===== config.mk =====
export PLATFORM = sky130hd
export DESIGN_NAME = morse_sseg_scroller_flat
export DESIGN_NICKNAME = d
export VERILOG_FILES = /design/src/rtl/morse_sseg_if.sv /design/src/rtl/morse_sseg_scroller.sv /design/src/flat_wrapper.sv
export SDC_FILE = /design/constraint.sdc
export NUM_CORES = 1
export LEC_CHECK = 0
export BUFFER_PORTS_ARGS = -buffer_cell sky130_fd_sc_hd__buf_4
export CAP_MARGIN = 20
export CORE_MARGIN = 8
export CORE_UTILIZATION = 40
export DETAILED_ROUTE_END_ITERATION = 10
export SYNTH_ARGS = -nofsm -noshare
export SYNTH_HDL_FRONTEND = slang
export SYNTH_SLANG_ARGS = --single-unit
export TNS_END_PERCENT = 100

===== constraint.sdc =====
create_clock -name clk -period 2 [get_ports clk]
set_input_delay 0 -clock clk [delete_from_list [all_inputs] [get_ports clk]]
set_output_delay 0 -clock clk [all_outputs]
set_load 0.02 [all_outputs]

===== src/rtl/morse_sseg_if.sv =====
// Morse code handshake plus multiplexed seven-segment / ASCII outputs of the scroller.
interface morse_sseg_if #(
    parameter int unsigned DIGITS = 4,
    parameter int unsigned ERR_W  = 8
);
    logic [9:0]        code;
    logic              code_valid;
    logic              code_ready;
    logic [6:0]        sseg;
    logic [DIGITS-1:0] sseg_sel;
    logic [7:0]        ascii;
    logic              ascii_valid;
    logic [ERR_W-1:0]  err_cnt;

    modport master (
        output code, code_valid,
        input  code_ready, sseg, sseg_sel, ascii, ascii_valid, err_cnt
    );

    modport slave (
        input  code, code_valid,
        output code_ready, sseg, sseg_sel, ascii, ascii_valid, err_cnt
    );
endinterface


===== src/rtl/morse_sseg_scroller.sv =====
// Decodes packed Morse symbols into glyphs/ASCII, scrolls them through a
// DIGITS-wide buffer and time-multiplexes the buffer onto a common sseg bus.
module morse_sseg_scroller #(
    parameter int unsigned DIGITS      = 4,
    parameter int unsigned REFRESH_DIV = 100000,
    parameter int unsigned ERR_W       = 8
) (
    input  logic         clk,
    input  logic         rst_n,
    morse_sseg_if.slave  bus
);
    localparam int unsigned IDX_W = $clog2(DIGITS);
    localparam int unsigned CNT_W = $clog2(REFRESH_DIV);

    localparam logic [1:0] OP_LETTER = 2'b00;
    localparam logic [1:0] OP_SPACE  = 2'b01;
    localparam logic [1:0] OP_CLEAR  = 2'b10;
    localparam logic [1:0] OP_BKSP   = 2'b11;

    localparam logic [6:0] GLYPH_BLANK = 7'h7F;
    localparam logic [6:0] GLYPH_UNK   = 7'h3F;
    localparam logic [4:0] LETTER_NONE = 5'd31;

    localparam logic [6:0] GLYPH_ROM [26] = '{
        7'h20, 7'h03, 7'h46, 7'h21, 7'h06, 7'h0E, 7'h42, 7'h0B, 7'h4F,
        7'h61, 7'h0A, 7'h47, 7'h6A, 7'h2B, 7'h40, 7'h0C, 7'h18, 7'h2F,
        7'h12, 7'h07, 7'h41, 7'h63, 7'h55, 7'h09, 7'h11, 7'h24
    };

    typedef enum logic {ST_READY, ST_HOLD} state_t;

    // Element key is {e4,e3,e2,e1}; any pattern not listed (gaps, 10 elements) is unknown.
    function automatic logic [4:0] f_letter(input logic [7:0] key);
        case (key)
            8'h0D: return 5'd0;   8'h57: return 5'd1;   8'h77: return 5'd2;
            8'h17: return 5'd3;   8'h01: return 5'd4;   8'h75: return 5'd5;
            8'h1F: return 5'd6;   8'h55: return 5'd7;   8'h05: return 5'd8;
            8'hFD: return 5'd9;   8'h37: return 5'd10;  8'h5D: return 5'd11;
            8'h0F: return 5'd12;  8'h07: return 5'd13;  8'h3F: return 5'd14;
            8'h7D: return 5'd15;  8'hDF: return 5'd16;  8'h1D: return 5'd17;
            8'h15: return 5'd18;  8'h03: return 5'd19;  8'h35: return 5'd20;
            8'hD5: return 5'd21;  8'h3D: return 5'd22;  8'hD7: return 5'd23;
            8'hF7: return 5'd24;  8'h5F: return 5'd25;
            default: return LETTER_NONE;
        endcase
    endfunction

    state_t                   r_state, w_state_nxt;
    logic                     r_code_ready;
    logic [1:0]               r_s1_op;
    logic [6:0]               r_s1_glyph;
    logic [7:0]               r_s1_ascii;
    logic                     r_s1_unk;
    logic [DIGITS-1:0][6:0]   r_buf, w_buf_nxt;
    logic [7:0]               r_ascii;
    logic                     r_ascii_valid;
    logic [ERR_W-1:0]         r_err_cnt;
    logic [CNT_W-1:0]         r_refresh;
    logic [IDX_W-1:0]         r_idx, w_idx_nxt;
    logic [6:0]               r_sseg;
    logic [DIGITS-1:0]        r_sseg_sel;

    logic [4:0]               w_letter;
    logic [6:0]               w_glyph;
    logic [7:0]               w_ascii;
    logic                     w_unk;
    logic                     w_accept;
    logic                     w_s1_vld;
    logic                     w_wrap;

    assign w_accept = (r_state == ST_READY) && bus.code_valid;
    assign w_s1_vld = (r_state == ST_HOLD);
    assign w_wrap   = (r_refresh == CNT_W'(REFRESH_DIV - 1));
    assign w_idx_nxt = (r_idx == IDX_W'(DIGITS - 1)) ? '0 : r_idx + IDX_W'(1);

    // Handshake FSM: one accepted code is followed by exactly one not-ready cycle.
    always_ff @(posedge clk or negedge rst_n) begin
        if (!rst_n) begin
            r_state      <= ST_READY;
            r_code_ready <= 1'b1;
        end else begin
            r_state      <= w_state_nxt;
            r_code_ready <= (w_state_nxt == ST_READY);
        end
    end

    always_comb begin
        w_state_nxt = r_state;
        case (r_state)
            ST_READY: if (bus.code_valid) w_state_nxt = ST_HOLD;
            ST_HOLD:  w_state_nxt = ST_READY;
            default:  w_state_nxt = ST_READY;
        endcase
    end

    // Stage-1 decode of the incoming symbol.
    always_comb begin
        w_letter = f_letter(bus.code[9:2]);
        w_unk    = 1'b0;
        w_glyph  = GLYPH_BLANK;
        w_ascii  = 8'd32;
        if (bus.code[1:0] == OP_LETTER) begin
            if (w_letter == LETTER_NONE) begin
                w_unk   = 1'b1;
                w_glyph = GLYPH_UNK;
                w_ascii = 8'd63;
            end else begin
                w_glyph = GLYPH_ROM[w_letter];
                w_ascii = 8'd65 + 8'(w_letter);
            end
        end
    end

    always_ff @(posedge clk or negedge rst_n) begin
        if (!rst_n) begin
            r_s1_op    <= OP_LETTER;
            r_s1_glyph <= GLYPH_BLANK;
            r_s1_ascii <= 8'd0;
            r_s1_unk   <= 1'b0;
        end else if (w_accept) begin
            r_s1_op    <= bus.code[1:0];
            r_s1_glyph <= w_glyph;
            r_s1_ascii <= w_ascii;
            r_s1_unk   <= w_unk;
        end
    end

    // Stage-2 buffer edit: shift-in, backspace shift-out, or clear.
    always_comb begin
        w_buf_nxt = r_buf;
        if (w_s1_vld) begin
            case (r_s1_op)
                OP_LETTER, OP_SPACE: begin
                    for (int i = DIGITS - 1; i > 0; i--)
                        w_buf_nxt[IDX_W'(i)] = r_buf[IDX_W'(i - 1)];
                    w_buf_nxt[0] = r_s1_glyph;
                end
                OP_BKSP: begin
                    for (int i = 0; i < DIGITS - 1; i++)
                        w_buf_nxt[IDX_W'(i)] = r_buf[IDX_W'(i + 1)];
                    w_buf_nxt[DIGITS-1] = GLYPH_BLANK;
                end
                default: w_buf_nxt = {DIGITS{GLYPH_BLANK}};
            endcase
        end
    end

    always_ff @(posedge clk or negedge rst_n) begin
        if (!rst_n) begin
            r_buf         <= {DIGITS{GLYPH_BLANK}};
            r_ascii       <= 8'd0;
            r_ascii_valid <= 1'b0;
            r_err_cnt     <= '0;
        end else begin
            r_buf         <= w_buf_nxt;
            r_ascii_valid <= w_s1_vld && (r_s1_op == OP_LETTER || r_s1_op == OP_SPACE);
            if (w_s1_vld && (r_s1_op == OP_LETTER || r_s1_op == OP_SPACE))
                r_ascii <= r_s1_ascii;
            if (w_s1_vld && (r_s1_op == OP_LETTER) && r_s1_unk && (r_err_cnt != '1))
                r_err_cnt <= r_err_cnt + ERR_W'(1);
        end
    end

    // Scan: digit select and segment data load together on each dwell wrap.
    always_ff @(posedge clk or negedge rst_n) begin
        if (!rst_n) begin
            r_refresh  <= '0;
            r_idx      <= '0;
            r_sseg     <= GLYPH_BLANK;
            r_sseg_sel <= ~DIGITS'(1);
        end else if (w_wrap) begin
            r_refresh  <= '0;
            r_idx      <= w_idx_nxt;
            r_sseg     <= w_buf_nxt[w_idx_nxt];
            r_sseg_sel <= ~(DIGITS'(1) << w_idx_nxt);
        end else begin
            r_refresh  <= r_refresh + CNT_W'(1);
        end
    end

    assign bus.code_ready  = r_code_ready;
    assign bus.sseg        = r_sseg;
    assign bus.sseg_sel    = r_sseg_sel;
    assign bus.ascii       = r_ascii;
    assign bus.ascii_valid = r_ascii_valid;
    assign bus.err_cnt     = r_err_cnt;
endmodule


===== src/flat_wrapper.sv =====
// flat-port wrapper written by rule: the top's interface ports become plain ports
module morse_sseg_scroller_flat 
#(
    parameter int unsigned DIGITS      = 4,
    parameter int unsigned REFRESH_DIV = 100000,
    parameter int unsigned ERR_W       = 8
)
  (clk, rst_n, bus_code, bus_code_valid, bus_code_ready, bus_sseg, bus_sseg_sel, bus_ascii, bus_ascii_valid, bus_err_cnt);
  morse_sseg_if #(.DIGITS(DIGITS), .ERR_W(ERR_W)) bus_i ();
  input  logic clk;
  input  logic rst_n;
  input wire logic [$bits(bus_i.code)-1:0] bus_code;
  input wire logic [$bits(bus_i.code_valid)-1:0] bus_code_valid;
  output wire logic [$bits(bus_i.code_ready)-1:0] bus_code_ready;
  output wire logic [$bits(bus_i.sseg)-1:0] bus_sseg;
  output wire logic [$bits(bus_i.sseg_sel)-1:0] bus_sseg_sel;
  output wire logic [$bits(bus_i.ascii)-1:0] bus_ascii;
  output wire logic [$bits(bus_i.ascii_valid)-1:0] bus_ascii_valid;
  output wire logic [$bits(bus_i.err_cnt)-1:0] bus_err_cnt;
  assign bus_i.code = bus_code;
  assign bus_i.code_valid = bus_code_valid;
  assign bus_code_ready = bus_i.code_ready;
  assign bus_sseg = bus_i.sseg;
  assign bus_sseg_sel = bus_i.sseg_sel;
  assign bus_ascii = bus_i.ascii;
  assign bus_ascii_valid = bus_i.ascii_valid;
  assign bus_err_cnt = bus_i.err_cnt;
  morse_sseg_scroller #(.DIGITS(DIGITS), .REFRESH_DIV(REFRESH_DIV), .ERR_W(ERR_W)) u_core (.clk(clk), .rst_n(rst_n), .bus(bus_i));
endmodule

Yosys cells after proc, flatten, opt, wreduce, memory -nomap -nowiden:

Memories as Yosys holds them, arrays and structs flattened.
Index checks and enable logic that the tools add are counted.

* memories kept: 1
* bits of input ports: 13
* output and inout port bits: 29
* memory bits (read-only): 224
* bits in registers: 95

Memory list
* (no name shown): depth 32, width 7, read ports 1, clocked after Yosys merged registers in 0, wr ports 0, line morse_sseg_scroller.sv:108 `w_glyph = GLYPH_ROM[w_letter];`

* $add $sub $neg: 4
* multiplexer cells: 19
* bitwise gates (word level): 4
* reductions and logical operators: 10
* equal/unequal tests: 32
* $lt $le $gt $ge: 2
* shift operators: 1

Operator list (count)
* $pmux W5 S26: 1
* $eq A8 B7 Y1 const B: 7
* $mux W7: 7
* $eq A8 B8 Y1 const B: 5
* $eq A8 B5 Y1 const B: 4
* $eq A8 B6 Y1 const B: 4
* $mux W28: 1
* $pmux W14 S2: 1
* $add A17 B1 Y17 const B: 1
* $eq A17 B17 Y1 const B: 1
* $mux W17: 1
* $eq A8 B3 Y1 const B: 2
* $eq A8 B4 Y1 const B: 2
* $mux W8: 2
* $bmux W7 S2: 1
* $add A7 B5 Y8 const A: 1
* $add A8 B1 Y8 const B: 1
* $eq A8 B1 Y1 const B: 1
* $eq A8 B2 Y1 const B: 1
* $ne A8 B8 Y1 const B: 1
* $ge A6 B6 Y1 const B: 1
* $not A5 Y6: 1
* $eq A5 B5 Y1 const B: 1
* $logic_and A1 B1 Y1: 5
* other kinds (14): 19

Longest topological paths before layout:

* word-level depth: 8
* gate-level depth with buffers: 16
* gate-level depth less buffers: 13

Worst setup path after synthesis:

OpenSTA, ideal clock, no wires.

* path kind: input to register
* from: input bus_code[8]
* to: register u_core.r_s1_glyph[0]
* cell stages on the path: 15
* setup slack: -726 ps
* data arrival time: 2643 ps
* path through: buf_2 -> clkbuf_1 -> o21ai_0 -> a31oi_1 -> nand2_1 -> or2_2 -> clkbuf_1 -> o21ai_0 -> inv_1 -> ha_1 -> inv_1 -> mux2i_1 -> a21oi_1 -> a21oi_1 -> o32a_1

* longest elaborated chain between the ends: 8
* elaborated cells on any way between the ends: 34
* those cells by class: eq/ne (27); mux (5); bitwise (1); memory (1)

RTL lines
* start, declared: line flat_wrapper.sv:12 `input wire logic [$bits(bus_i.code)-1:0] bus_code;`
* $eq A8 B7 Y1 (tied with other cells): line morse_sseg_scroller.sv:34 `case (key)`
* $pmux W5 S26 (*): line morse_sseg_scroller.sv:34
* $not A5 Y6 (implied by the code): line morse_sseg_scroller.sv:108
* $mem_v2 Z32 W7
* $mux W7 (implied by the code) (2 in series): line morse_sseg_scroller.sv:108
* $mux W7 (*): line morse_sseg_scroller.sv:103 `if (w_letter == LETTER_NONE) begin`
* $mux W7 (*): line morse_sseg_scroller.sv:102 `if (bus.code[1:0] == OP_LETTER) begin`
* end signal, assigned: line morse_sseg_scroller.sv:122 `r_s1_glyph <= w_glyph;`
* end, declared: line morse_sseg_scroller.sv:51 `logic [6:0] r_s1_glyph;`

Mark *: on every way between the ends. The rest lies on a longest branch, timed or not. The select of a mux whose other input is x is not followed.
A chain may end at the register's enable or synchronous reset.

Final worst setup path:

* from: input bus_code[4]
* to: register u_core.r_s1_glyph[0]

Same word-level chain as after synthesis.

==> results_dict.tcl <==
set metrics [dict create \
    tightest_slew_ns 0.626 \
    maxCapViolations 0 \
    crit_fanout 6 \
    peakVddDrop_uv 429 \
    yosysTopAreaCellShare_pct 24.7 \
    seq_area_frac_synth_pct 48.7 \
    io_buffer_count 40 \
    die_height_um 127 \
    status "finished with violations" \
    drtAntennaViolNets 0 \
    avgViaCountPerCell 5.26 \
    critPathLaunchType "input port" \
    cts_root_buf "clkbuf_16" \
    drt-initial-drc-count 177 \
    drive_gt1_share_pct 41.6 \
    synthTopCellsByArea "dfstp_2, dfrtp_1, a21oi_1" \
    row_count 40 \
    overflow 0 \
    max-clock-path-buffers 2 \
    required_ns 2.28 \
    slew_viol_final 0 \
    dr_total_vias 3927 \
    final_hold_viol_count 0 \
    die_area_mm2 0.0160 \
    fmax_mhz 476 \
    crit_arrival_ns 2.38 \
    power.density_mw_per_mm2 716 \
    clock_latency_ns 0.34 \
    cp_cell_sequence "buf_8 > and3b_1 > o2111a_1 > or4b_4 > nor4b_4 > nor2_4 > inv_2 > ha_4 > inv_2 > mux2i_1 > a21oi_1 > a21oi_1 > o32a_1" \
    drc 0 \
    setup_violations 5 \
    syn2layout_area_growth_pct 31.8 \
    ys_ff_latch 93 \
    nets 620 \
    synth.avg_cell_area_um2 10.2 \
    dp.cells 713 \
    max_stage_delay_ns 0.57 \
    worstSetupPathType "input port to flop" \
    cts_tree "yes" \
    grt_pass1_wl_um 18800 \
    wl_per_cell_um 15.1 \
    antenna_found_initial 0 \
    post-route-period-util_pct 105 \
    grt_max_degree 67 \
    layout_min_cycle_time_ns 2.10 \
    die_w_um 127 \
    hold_ws_ns 0.0242 \
    fin_skew_ns 0.00840 \
    synthesis.area_mm2 0.00490 \
    setup_slack_ns -0.100 \
    antenna-diode-count 0 \
    htree_num_levels 3 \
    slowest_stage "or4b_4" \
    synth_flop_cell "dfrtp_1" \
    firstDrtPassIters 4 \
    num-fill-cells 1043 \
    core_area_mm2 0.0120 \
    initial_core_util_pct 41.0 \
    hp-class "input port to flop" \
    rsz0062_at_grt "true" \
    synth_edf_count 0 \
    layout.cells.non_filler 746 \
    grt_use_total_pct 14.2 \
    cp-end-kind "flop" \
    async_flop_share_pct 100 \
    yosysUniqueCellTypes 64 \
    synth.largest_area_cell "dfstp_2" \
    hpwl_um 8300 \
    slew_headroom_pct 58.1 \
    yosysWarnings 0 \
    violations "setup timing" \
    synth_fp_nets 505 \
    gp_congestion 0.891 \
    grt_pass1_vias 3791 \
    path_clk_slew_ns 0.06 \
    synthCells 479 \
    p_leak_nw 2.91 \
    wirelength_um 11300 \
    clock_sinks 93 \
    cts_buffers 9 \
    ioPinCount 42 \
]
## layer usage
layer	part of all wire, %	routed length (um)	GRT usage (%)
met2	46	5180	21.7
met3	4.8	539	3.56
met5	0	0	0
met4	1.3	152	5.11
met1	48	5430	19.1
## Yosys cell counts, drive strengths merged (3+ instances only)
cell type,n
nand3b,5
a21o,4
mux2,15
ha,13
or4b,3
dfrtp,47
mux4,7
nand2,38
nor2b,4
a211o,3
nand2b,17
and4,3
buf,9
a31oi,5
nand3,17
a21oi,33
nor2,44
xor2,8
o21ai,24
mux2i,5
and3,8
nand4,10
nor3,7
o221ai,7
nor4b,4
or3,4
a211oi,3
xnor2,15
clkbuf,17
dfstp,46
inv,21
## sequential cells by signal, summed over array words and instances (netlist names)
register	count
u_core.r_buf	28
u_core.r_refresh	17
u_core.bus.err_cnt	8
u_core.bus.ascii	7
u_core.bus.sseg	7
u_core.r_s1_ascii	7
u_core.r_s1_glyph	7
u_core.bus.sseg_sel	4
u_core.r_idx	2
u_core.r_s1_op	2
u_core.bus.ascii_valid	1
u_core.bus.code_ready	1
u_core.r_s1_unk	1
u_core.r_state	1
## critical path, delay by kind of cell
kind / cells / cell delay, ns
AOI/OAI and AO/OA: 4 / 0.63
buffers and inverters: 3 / 0.27
and+or+nand+nor: 4 / 1.21
adders and majority gates: 1 / 0.15
muxes: 1 / 0.12
## metrics by stage
| stage | area (um2) | setup WS (ns) | setup TNS (ns) | utilization [%] | total power, W |
|---|---|---|---|---|---|
| floorplan | 4940 | -0.397 | -4.15 | - | 0.00265 |
| finish | 6460 | -0.100 | -0.259 | 54.0 | 0.00463 |
| global route | 6460 | -0.169 | -0.980 | 54.0 | 0.00487 |
| global placement | 5870 | -0.494 | -5.09 | 49.1 | 0.00299 |
| CTS | 6270 | -0.00785 | -0.00785 | 52.4 | 0.00464 |
| detailed placement | 5870 | -0.527 | -5.96 | 49.1 | 0.00301 |
## logic make-up (layout without fill, tap and decap cells)
group	after synthesis	after routing	share of synthesized area, %
flip-flops	93	93	48.7
XOR/XNOR	23	23	4.11
multiplexers	27	27	7.76
other	1	1	0.0765
buffers and inverters	48	168	4.14
AO/OA/AOI/OAI	93	93	11.8
AND/OR/NAND/NOR	181	181	20.1
adder cells (fa/ha/maj)	13	13	3.32
## cell type report
cell class	instances	area [um2]	share of cell area [%]
clock inverters	6	45.0	0.697
clock buffers	10	229	3.54
flip-flops and latches	93	2380	36.9
well taps	147	184	2.85
inverters	22	86.3	1.34
multi-input cells	338	2490	38.5
repair buffers	130	1040	16.2
## report_power, final
group / leakage (nW) / internal, W / switching, W
logic: 1.68 / 0.000411 / 0.000453
registers: 1.10 / 0.00208 / 0.0000940
clock network: 0.134 / 0.000852 / 0.000734
total: 2.91 / 0.00335 / 0.00128
## worst paths after layout
path / startpoint / to / slack (ns) / depth (start not counted)
max in group asynchronous: rst_n / u_core.r_s1_glyph[0] / 1.19 / 3
min: bus_code_valid / u_core.bus.code_ready / 0.02 / 3
min in group asynchronous: rst_n / u_core.r_refresh[3] / 0.11 / 2
max: bus_code[4] / u_core.r_s1_glyph[0] / -0.10 / 13
max reg2reg: u_core.r_refresh[12] / u_core.bus.sseg[4] / 0.15 / 6
min reg2reg: u_core.bus.sseg_sel[3] / u_core.bus.sseg_sel[3] / 0.47 / 2
## layout by cell type (no fill, tap or decap), types with 8 or more instances in the layout
cell,count
inv_1,18
xnor2_1,15
clkbuf_16,9
nand2b_1,17
nand4_1,10
dfstp_2,46
nand2_1,35
a21oi_1,32
o21ai_0,21
nand3_1,15
mux2_2,14
nor2_1,39
buf_4,119
dfrtp_1,47
xor2_1,8
ha_1,9
## what timing repair did
action,CTS,global route
endpoints found under the setup margin,16,23
pin swaps,9,15
gates resized for setup,19,20
hold endpoints to repair,66,0
hold buffers,3,0
setup buffers,3,12
(Power assumes the default switching activity.)
